[src/rtl/uart_rx_fifo.sv]
// Receive byte buffer behind uart_top: one write per rising edge of rx_done, circular storage, registered reads.
// Latency: rd_data/rd_valid one cycle after an accepted rd_en; a written byte is readable the cycle after its write.
// Backpressure: a write that finds the FIFO full and no read in the same cycle is dropped and sets sticky overrun.
module uart_rx_fifo #(
    parameter int DATA_W   = 8,
    parameter int DEPTH    = 16,
    parameter int AF_LEVEL = 12
) (
    input  logic                   clk,
    input  logic                   rst_n,
    input  logic [DATA_W-1:0]      rx_data,
    input  logic                   rx_done,
    input  logic                   rd_en,
    output logic [DATA_W-1:0]      rd_data,
    output logic                   rd_valid,
    output logic                   empty,
    output logic                   full,
    output logic                   almost_full,
    output logic [$clog2(DEPTH):0] level,
    output logic                   overrun,
    input  logic                   clr_ovr
);

    localparam int PTR_W = $clog2(DEPTH);
    localparam int LVL_W = PTR_W + 1;

    localparam logic [PTR_W-1:0] PTR_ONE = PTR_W'(1);
    localparam logic [LVL_W-1:0] LVL_ONE = LVL_W'(1);
    localparam logic [LVL_W-1:0] LVL_MAX = LVL_W'(DEPTH);
    localparam logic [LVL_W-1:0] LVL_AF  = LVL_W'(AF_LEVEL);

    logic [DATA_W-1:0] mem [DEPTH];
    logic [PTR_W-1:0]  wr_ptr;
    logic [PTR_W-1:0]  rd_ptr;
    logic              rx_done_q;

    logic wr_evt;
    logic rd_accept;
    logic wr_accept;
    logic wr_drop;

    assign empty       = (level == '0);
    assign full        = (level == LVL_MAX);
    assign almost_full = (level >= LVL_AF);

    // A full FIFO still takes the byte when a read frees a slot in the same cycle.
    assign wr_evt    = rx_done & ~rx_done_q;
    assign rd_accept = rd_en & ~empty;
    assign wr_accept = wr_evt & (~full | rd_accept);
    assign wr_drop   = wr_evt & full & ~rd_accept;

    always_ff @(posedge clk) begin
        if (wr_accept) begin
            mem[wr_ptr] <= rx_data;
        end
    end

    always_ff @(posedge clk or negedge rst_n) begin
        if (!rst_n) begin
            rx_done_q <= 1'b0;
            wr_ptr    <= '0;
            rd_ptr    <= '0;
            level     <= '0;
            rd_data   <= '0;
            rd_valid  <= 1'b0;
            overrun   <= 1'b0;
        end else begin
            rx_done_q <= rx_done;
            rd_valid  <= rd_accept;

            if (wr_accept) begin
                wr_ptr <= wr_ptr + PTR_ONE;
            end

            if (rd_accept) begin
                rd_data <= mem[rd_ptr];
                rd_ptr  <= rd_ptr + PTR_ONE;
            end

            case ({wr_accept, rd_accept})
                2'b10:   level <= level + LVL_ONE;
                2'b01:   level <= level - LVL_ONE;
                default: level <= level;
            endcase

            // A new drop outranks a clear arriving in the same cycle.
            if (wr_drop) begin
                overrun <= 1'b1;
            end else if (clr_ovr) begin
                overrun <= 1'b0;
            end
        end
    end

endmodule

[config.mk]
export PLATFORM = sky130hd
export DESIGN_NAME = uart_rx_fifo
export DESIGN_NICKNAME = d
export VERILOG_FILES = /design/src/rtl/uart_rx_fifo.sv
export SDC_FILE = /design/constraint.sdc
export NUM_CORES = 1
export LEC_CHECK = 0
export BUFFER_PORTS_ARGS = -buffer_cell sky130_fd_sc_hd__clkbuf_2
export CORE_MARGIN = 4
export CORE_UTILIZATION = 40
export DETAILED_ROUTE_END_ITERATION = 10
export HOLD_SLACK_MARGIN = 0.02
export PLACE_DENSITY = 0.53
export SLEW_MARGIN = 10
export SYNTH_ARGS = -nofsm -noshare
export SYNTH_HDL_FRONTEND = slang
export SYNTH_SLANG_ARGS = --single-unit
[constraint.sdc]
create_clock -name clk -period 7.4 [get_ports clk]
set_input_delay 0 -clock clk [delete_from_list [all_inputs] [get_ports clk]]
set_output_delay 0 -clock clk [all_outputs]
set_load 0.02 [all_outputs]
# Word-level counts from Yosys, hierarchy flattened
# Memories as Yosys holds them, arrays and structs flattened. A register that Yosys moved wholly into a read port is not among the register bits.
# Cells that the tools add are included.
# word_totals
mem_bits_rw,128
word_cells,34
latch_bits,0
n_memories,1
romBits,0
ff_bits,16
out_inout_bits,18
# memory_table
memory,words,word_bits,rd,rd_ports_with_merged_regs,write_ports,line_no,rtl
mem,16,8,1,1,1,32,logic [DATA_W-1:0] mem [DEPTH];
# classes
multipliers,0
reduce_logical,4
n_eq_ne,3
div,0
n_mux,5
order_cmp,1
addsub,4
shift,0
bitwise,10
# op_table
op,n
5-bit case mux with 2 select lines,1
"4-bit by 1-bit adder with 4-bit output, second input constant",2
"5-bit by 1-bit adder with 5-bit output, second input constant",1
1-bit AND,5
"5-bit == test, second input constant",1
"5-bit by 4-bit >= comparator with 1-bit output, second input constant",1
5-bit logical NOT,1
"5-bit by 1-bit subtractor with 5-bit output, second input constant",1
1-bit 2-to-1 mux,4
1-bit inverter,4
2-bit nonzero test,2
"2-bit by 1-bit == test with 1-bit output, second input constant",1
"2-bit == test, second input constant",1
1-bit logical NOT,1
1-bit bitwise OR,1

# Logic depth before layout (Yosys ltp)
# Gate-level depths: netlist of the first run.
# logic_depth
ltp_word,7
mapped_depth,10

# Worst setup path after synthesis of the first run
# OpenSTA, ideal clock, no wires.
# synth_timing
path_kind,register to register
from,reg level[1]
to,reg level[4]
arrival_time_ps,2499
path_stages_with_launch,11
required_ps,7282
setup_time_ps,118
n_path_buf,1
path_slack_ps,4783
path_cell_list,dfrtp_1 -> buf_6 -> or4_4 -> o21a_4 -> nand2_4 -> inv_1 -> ha_1 -> a31oi_1 -> nor3_1 -> a211o_1 -> a21o_1
# synth_between
elab_chain_len,7
# synth_rtl
element,line_no,rtl
from (decl),19,"output logic [$clog2(DEPTH):0] level,"
from (signal assigned),81,2'b10: level <= level + LVL_ONE;
from (signal assigned),82,2'b01: level <= level - LVL_ONE;
from (signal assigned),83,default: level <= level;
5-bit logical NOT,42,assign empty = (level == '0);
1-bit inverter,48,assign rd_accept = rd_en & ~empty;
1-bit AND,48,
1-bit bitwise OR,49,assign wr_accept = wr_evt & (~full | rd_accept);
1-bit AND,49,
2-bit by 1-bit == test with 1-bit output or 2-bit == test (tied branches),80,"case ({wr_accept, rd_accept})"
5-bit case mux with 2 select lines or 2-bit nonzero test (tied branches),n/a,
# Parallel ways exist; a longest one is shown, timed or not.
# A chain may end at the register's enable or synchronous reset.

# Worst setup path in the final report of the first run
# Ends and elaborated chain as after synthesis.

==> flow_summary.yaml, run 1 <==
outcome:
  outcome: "completed"
floorplan:
  fp.dieW_um: 131
  fp.dieH_um: 131
  die_area_mm2: 0.0173
  io_pins: 31
  start_util: 0.414
  rows: 44
  core_area_mm2: 0.0147
yosys:
  synth_fp_nets: 340
  synth_top_area_frac: 0.631
  yosysMostFrequentCell: "edfxtp_1"
  yosys.area.top_type: "edfxtp_1"
  yosys_warnings: 0
  ys_types: 40
  yosys-top-cells-area: "edfxtp_1, mux4_2, dfrtp_1"
  async_reset_ff_frac: 0.158
  synth_common_cells: "edfxtp_1, mux4_2, dfrtp_1"
  synth_flop_cell: "edfxtp_1"
  synthesis.area_mm2: 0.00609
  synth-edff-count: 128
  ys_seq_elements: 152
  synthCells: 320
  synth_area_per_cell_um2: 19.0
  ys_seq_area_frac: 0.730
sta:
  hold_violations: 0
  slew_headroom: 0.389
  fin_setup_tns_ps: 0
  tightest_slew_ps: 914
  slew_viol_final: 0
  fin_ws_ps: 4640
  finalCritPeriodShare: 0.373
  setup_violations: 0
  fin_crit_ps: 2760
  fin_skew_ps: 7.98
  rsz0062_at_grt: "no"
  timing.fmax_ghz: 0.362
clock_tree:
  cts_resized: 0
  ctsHtreeMaxLevel: 4
  clock_sinks: 152
  cts_tree: "done"
  post_cts_buffers: 0
  clock_tree.buffer_depth: 2
  cts_made_buffers: 17
  clk_pin_slew_ps: 60
  root_buffer: "clkbuf_16"
  clock_latency_ps: 410
cells_and_area:
  antennaDiodeCount: 0
  num-fill-cells: 1213
  fin_area_mm2: 0.00717
  drive_gt1_frac: 0.312
  instances_no_fill: 559
  syn_to_final_growth_pct: 17.8
  fin_nets: 382
pwr:
  p_leak_uw: 0.00246
  power_density_mw_per_mm2: 396
  ir_drop_v: 0.000161
  total_power_uw: 2840
global_route:
  grt_pass1_vias: 3146
  grtUsageTotal: 0.146
  grt_pass1_wl_mm: 18.6
  gr-total-overflow: 0
  grt_antenna_before_repair: 0
  grt_max_degree: 35
worst_setup_path:
  worstPathCellList: "or4_4 -> o21a_4 -> nand2_4 -> inv_1 -> ha_1 -> a31oi_1 -> nor3_1 -> a211o_1 -> a21o_1"
  worstSetupPathDepth: 9
  rr_worst_depth: 9
  worstPathMaxFanout: 23
  cpPeakStageDelay_ps: 610
  crit_buf_inv: 1
  crit_path_start_kind: "flip-flop"
  arrival_ps: 3070
  critPathKind: "flip-flop to flip-flop"
  cp_slowest_cell: "or4_4"
  cp_top_family: "compound AO/OA/AOI/OAI gates"
  cp-end-kind: "flip-flop"
  cp.required_ps: 7700
routing:
  drc: 0
  wirelength_mm: 11.9
  drtIter0Drc: 157
  vias: 2971
  detail-route-antenna-nets: 0
  wl_per_cell_um: 21.2
  firstDrtPassIters: 4
  vias_per_cell: 5.31
place:
  place_ws_ps: 4660
  dp_hpwl_mm: 7.38
  port_buffers: 30
  dpl_cell_area_mm2: 0.00645
  place_inst: 523
  routabilityCongestion: 0.796
min_path:
  hp-class: "primary input to flip-flop"
  hold_depth: 1
job:
  cap_violations: 0
## state kept, by name (all words and copies together), names as in the netlist
register,count
wr_ptr,4
mem,128
rd_valid,1
rx_done_q,1
rd_ptr,4
overrun,1
level,5
rd_data,8
## logic make-up (layout without fill, tap and decap cells)
group           Yosys count  in the layout  synth area share
xor+xnor                 10             10            0.0144
simple gates             45             45            0.0421
mux                      43             43             0.140
fa+ha+maj                 7              7            0.0144
flops                   152            152             0.730
compound gates           37             37            0.0395
buf+inv                  26             81            0.0199
## metal layers
metal	vias to the layer above	track usage	routed length [um]
li1	1365	-	-
met1	1535	0.185	5170
met2	57	0.245	6070
met3	14	0.0352	456
met4	0	0.0595	177
met5	-	0	0
## path summary, 6_finish.rpt
kind,startpoint,endpoint,slack (ps)
setup / recovery,level[1],level[4],4640
hold / removal,rx_data[3],mem[2][3],20
setup reg to reg,level[1],level[4],4640
hold reg to reg,rd_ptr[0],rd_ptr[0],560
max in group asynchronous,rst_n,rd_ptr[2],6810
min in group asynchronous,rst_n,wr_ptr[3],140
## stage by stage
| step | hold slack (ps) | util |
|---|---|---|
| 2_1_floorplan | -296 | - |
| 6_report | 18.8 | 0.488 |
| 4_1_cts | 23.3 | 0.488 |
| 3_3_place_gp | 41.2 | 0.439 |
| 5_1_grt | 45.0 | 0.488 |
| 3_5_place_dp | 63.0 | 0.439 |
## layout make-up
| class | count | area (um^2) | area share |
|---|---|---|---|
| Multi-Input combinational cell | 142 | 1550 | 0.216 |
| Timing Repair Buffer | 40 | 235 | 0.0328 |
| Tap cell | 184 | 230 | 0.0321 |
| Sequential cell | 152 | 4450 | 0.620 |
| Clock inverter | 10 | 225 | 0.0314 |
| Inverter | 9 | 33.8 | 0.00471 |
| Clock buffer | 22 | 454 | 0.0633 |
## what timing repair did
action	4_1_cts	5_1_grt
setup endpoints to repair	0	0
hold endpoints to repair	26	0
hold buffers	4	0
## cell usage in the layout, fill, tap and decap left out, types with 3 or more instances in the layout
cell type / n
edfxtp_1: 128
mux4_2: 32
clkbuf_2: 30
dfrtp_1: 23
clkbuf_16: 17
o22ai_1: 16
inv_1: 9
mux2_2: 9
and2_1: 8
a21oi_1: 8
nor2_1: 7
ha_1: 7
bufinv_16: 7
xnor2_1: 6
nand2_1: 6
buf_4: 6
nand3_1: 5
nor4_2: 4
xor2_1: 4
clkbuf_1: 4
dlygate4sd3_1: 4
nand4_1: 3
nor3_1: 3
clkinv_2: 3
## worst register-to-register path: stages (launching register included)
cell and delay, ps:
dfrtp_1 480, or4_4 620, o21a_4 310, nand2_4 120, inv_1 60, ha_1 320, a31oi_1 240, nor3_1 90
a211o_1 270, a21o_1 150
## power by group
group          switching, uW  total (uW)  internal, uW  leakage [uW]
registers               98.0        1120          1030       0.00143
logic                    378         723           345      0.000703
clock network            322         996           674      0.000332
Power figures use the tool's default switching activity.
==> inputs of run 2 (changes only) <==
--- a/config.mk
+++ b/config.mk
@@ -5,12 +5,13 @@
 export SDC_FILE = /design/constraint.sdc
 export NUM_CORES = 1
 export LEC_CHECK = 0
+export ABC_AREA = 1
 export BUFFER_PORTS_ARGS = -buffer_cell sky130_fd_sc_hd__clkbuf_2
 export CORE_MARGIN = 4
 export CORE_UTILIZATION = 40
 export DETAILED_ROUTE_END_ITERATION = 10
 export HOLD_SLACK_MARGIN = 0.02
-export PLACE_DENSITY = 0.53
+export PLACE_DENSITY = 0.55
 export SLEW_MARGIN = 10
 export SYNTH_ARGS = -nofsm -noshare
 export SYNTH_HDL_FRONTEND = slang
==> constraint.sdc (replaced) <==
create_clock -name clk -period 2.25 [get_ports clk]
set_input_delay 0 -clock clk [delete_from_list [all_inputs] [get_ports clk]]
set_output_delay 0 -clock clk [all_outputs]
set_load 0.02 [all_outputs]
==> run 2 against run 1 <==
  * Register-to-register slack got worse by 4400 ps
  * Sequential power rose to 3.3 times the previous value
  * Routed wire length rose by 20%
  * Die area rose by 4.5%
  * Area after synthesis rose by 4.8%
  * Final area rose by 2.2%
  * Clock power rose to 2.6 times the previous value
  * Cell count rose by 41%
  * Core utilization fell by 1.3 points
  * Synthesized cell count rose by 64%
  * Combinational power rose to 4.2 times the previous value
  * Critical path type unchanged
  * Highest routed layer unchanged
==> flow_summary.yaml, run 2 <==
worst_setup_path:
  cp_top_family: "simple AND/OR/NAND/NOR gates"
  critPathKind: "flip-flop to flip-flop"
  cp_slowest_cell: "nor2_1"
  cp-end-kind: "flip-flop"
  arrival_ps: 2100
  worstPathMaxFanout: 8
  crit_buf_inv: 1
  worstPathCellList: "nor2_2 -> nand3_4 -> nand2_4 -> nand2_2 -> nand2_4 -> inv_4 -> nand2_2 -> nor2_1"
  worstReg2RegStart: "level[0]"
  rr_worst_depth: 8
  reg2reg_slack_ps: 200
  cp.required_ps: 2300
  crit_path_start_kind: "flip-flop"
  cpPeakStageDelay_ps: 570
  rr_endpoint: "mem[3][4]"
place:
  port_buffers: 30
  dp_hpwl_mm: 9.17
  routabilityCongestion: 0.821
  place_inst: 754
sta:
  slew_headroom: 0.525
  tightest_slew_ps: 710
  whs_ps: 73.1
  setup_violations: 0
  fin_setup_tns_ps: 0
  fin_skew_ps: 10.6
  hold_violations: 0
  slew_viol_final: 0
  finalCritPeriodShare: 0.913
  fin_crit_ps: 2050
  rsz0062_at_grt: "no"
  timing.fmax_ghz: 0.487
cells_and_area:
  drive_gt1_frac: 0.161
  final_common_cell: "edfxtp_1"
  largest_reg_flops: 128
  seq_area_mm2: 0.00445
  top_regs: "mem x128, rd_data x8, level x5"
  fin_util: 0.475
  multiInputGateArea_mm2: 0.00166
  regMostFlops: "mem"
  num-fill-cells: 1402
  fin_nets: 586
  antennaDiodeCount: 0
  instances_no_fill: 790
  most-common-layout-cells: "edfxtp_1, nor2_1, o21ai_0"
  syn_to_final_growth_pct: 14.9
global_route:
  use_met1: 0.230
  gr-total-overflow: 0
  grt_max_degree: 67
  grt_pass1_vias: 4001
  gr-usage-met3: 0.0484
  grt_pass1_wl_mm: 22.7
  grt-busiest-layer: "met2"
  met2_usage: 0.257
  grt_antenna_before_repair: 0
  grtUsageTotal: 0.168
routing:
  vias_per_cell: 5.08
  drtIter0Drc: 277
  detail-route-antenna-nets: 0
  vias: 4012
  drc: 0
  wl_per_cell_um: 18.1
  wirelength_mm: 14.3
  firstDrtPassIters: 4
yosys:
  synth_common_cells: "edfxtp_1, nor2_1, o21ai_0"
  synthCells: 525
  synth_top_family_by_area: "simple AND/OR/NAND/NOR gates"
  synth-edff-count: 128
  synth_fp_nets: 545
  yosys.area_share.simple: 0.123
  synth_compound_area_frac: 0.110
  yosys_warnings: 0
  yosys.area.top_type: "edfxtp_1"
  synthesis.area_mm2: 0.00638
  synth_area_per_cell_um2: 12.2
  synth-adder-area-share: 0.0137
  muxShareOfSynthArea: 0
  ys_seq_area_frac: 0.696
  ys_seq_elements: 152
  yosysMostFrequentCell: "edfxtp_1"
  synth_top_area_frac: 0.602
  async_reset_ff_frac: 0.158
  yosys-top-cells-area: "edfxtp_1, dfrtp_1, nor2_1"
  ys_types: 29
  synth_flop_cell: "edfxtp_1"
  synthXorXnorAreaFrac: 0.0110
clock_tree:
  cts_tree: "done"
  clk_pin_slew_ps: 60
  cts_made_buffers: 17
  clock_tree.buffer_depth: 2
  clock_latency_ps: 420
  post_cts_buffers: 0
  root_buffer: "clkbuf_16"
  ctsHtreeMaxLevel: 4
  clock_sinks: 152
min_path:
  min-delay-start: "rx_data[2]"
  holdPathEnd: "mem[5][2]"
  hold_depth: 1
  hp-class: "primary input to flip-flop"
floorplan:
  fp.dieH_um: 134
  die_area_mm2: 0.0180
  io_pins: 31
  fp.dieW_um: 134
  rows: 45
  start_util: 0.414
  core_area_mm2: 0.0154
pwr:
  total_power_uw: 9310
  switching_share: 0.364
  ir_drop_v: 0.000746
  p_int_uw: 5920
  p_clk_frac: 0.279
  power.switching_uw: 3390
  p_leak_uw: 0.00263
  seq_power_share: 0.394
  power_density_mw_per_mm2: 1270
  comb_power_share: 0.328
job:
  cap_violations: 0
outcome:
  outcome: "completed"
[run 2: cell types whose count changed after synthesis, moves of 9 or more]
cell | previous run | this run
inv_1 | 9 | 22
mux2_2 | 9 | 0
o21ai_1 | 1 | 24
mux4_2 | 32 | 0
o21ai_0 | 2 | 56
nand2_1 | 6 | 33
o22ai_1 | 16 | 1
o211ai_1 | 1 | 31
nor2_1 | 7 | 123
[run 2: layer usage]
layer	routed length, um	part of all wire
met5	0	0
met4	257	0.018
met3	634	0.044
met2	6570	0.46
met1	6820	0.48
[run 2: cell type report]
type                            count  area share
Sequential cell                   152       0.606
Multi-Input combinational cell    320       0.226
Clock buffer                       23      0.0624
Timing Repair Buffer               49      0.0447
Tap cell                          211      0.0360
Inverter                           26      0.0140
Clock inverter                      9      0.0107
[run 2: per-stage QoR]
stage | cell area [um^2] | worst slack (ps)
after floorplan | 6380 | 352
after global placement | 6750 | 209
after detailed placement | 6750 | 114
after CTS | 7330 | 87.9
after global routing | 7330 | 0.555
final | 7330 | 197
[run 2: how the worst max path moves through the flow]
stage | from | endpoint | slack, ps | cells past startpoint
3_3_place_gp | level[0] | mem[6][6] | 210 | 8
5_1_grt | level[0] | mem[0][0] | 0.6 | 8
3_5_place_dp | level[0] | mem[6][0] | 110 | 8
2_1_floorplan | level[4] | mem[0][0] | 350 | 8
6_report | level[0] | mem[3][4] | 200 | 8
4_1_cts | level[0] | mem[6][7] | 90 | 8
[run 2: kinds of logic after synthesis]
logic type | Yosys count
adders and majority gates | 7
xor gates and xnor gates | 8
AOI/OAI and AO/OA | 121
DFF | 152
and+or+nand+nor | 184
buffers and inverters | 53
[run 2: what timing repair did]
item / CTS / global route
endpoints found under the setup margin: 0 / 20
hold buffers: 4 / 0
endpoints found under the hold margin: 29 / 0
gates resized for setup: 0 / 3
[run 2: worst reg2reg max path: stages, from the launching register on]
cell	delay, ps
dfrtp_1	440
nor2_2	90
nand3_4	110
nand2_4	90
nand2_2	100
nand2_4	60
inv_4	100
nand2_2	120
nor2_1	570
[run 2: power by group through the flow]
stage	combinational [uW]	clock [uW]	sequential, uW
after floorplan	2190	0	3730
final	3050	2590	3670
after global placement	3050	0	3710
after global routing	3430	2780	3710
after CTS	3080	2640	3670
after detailed placement	3060	0	3730
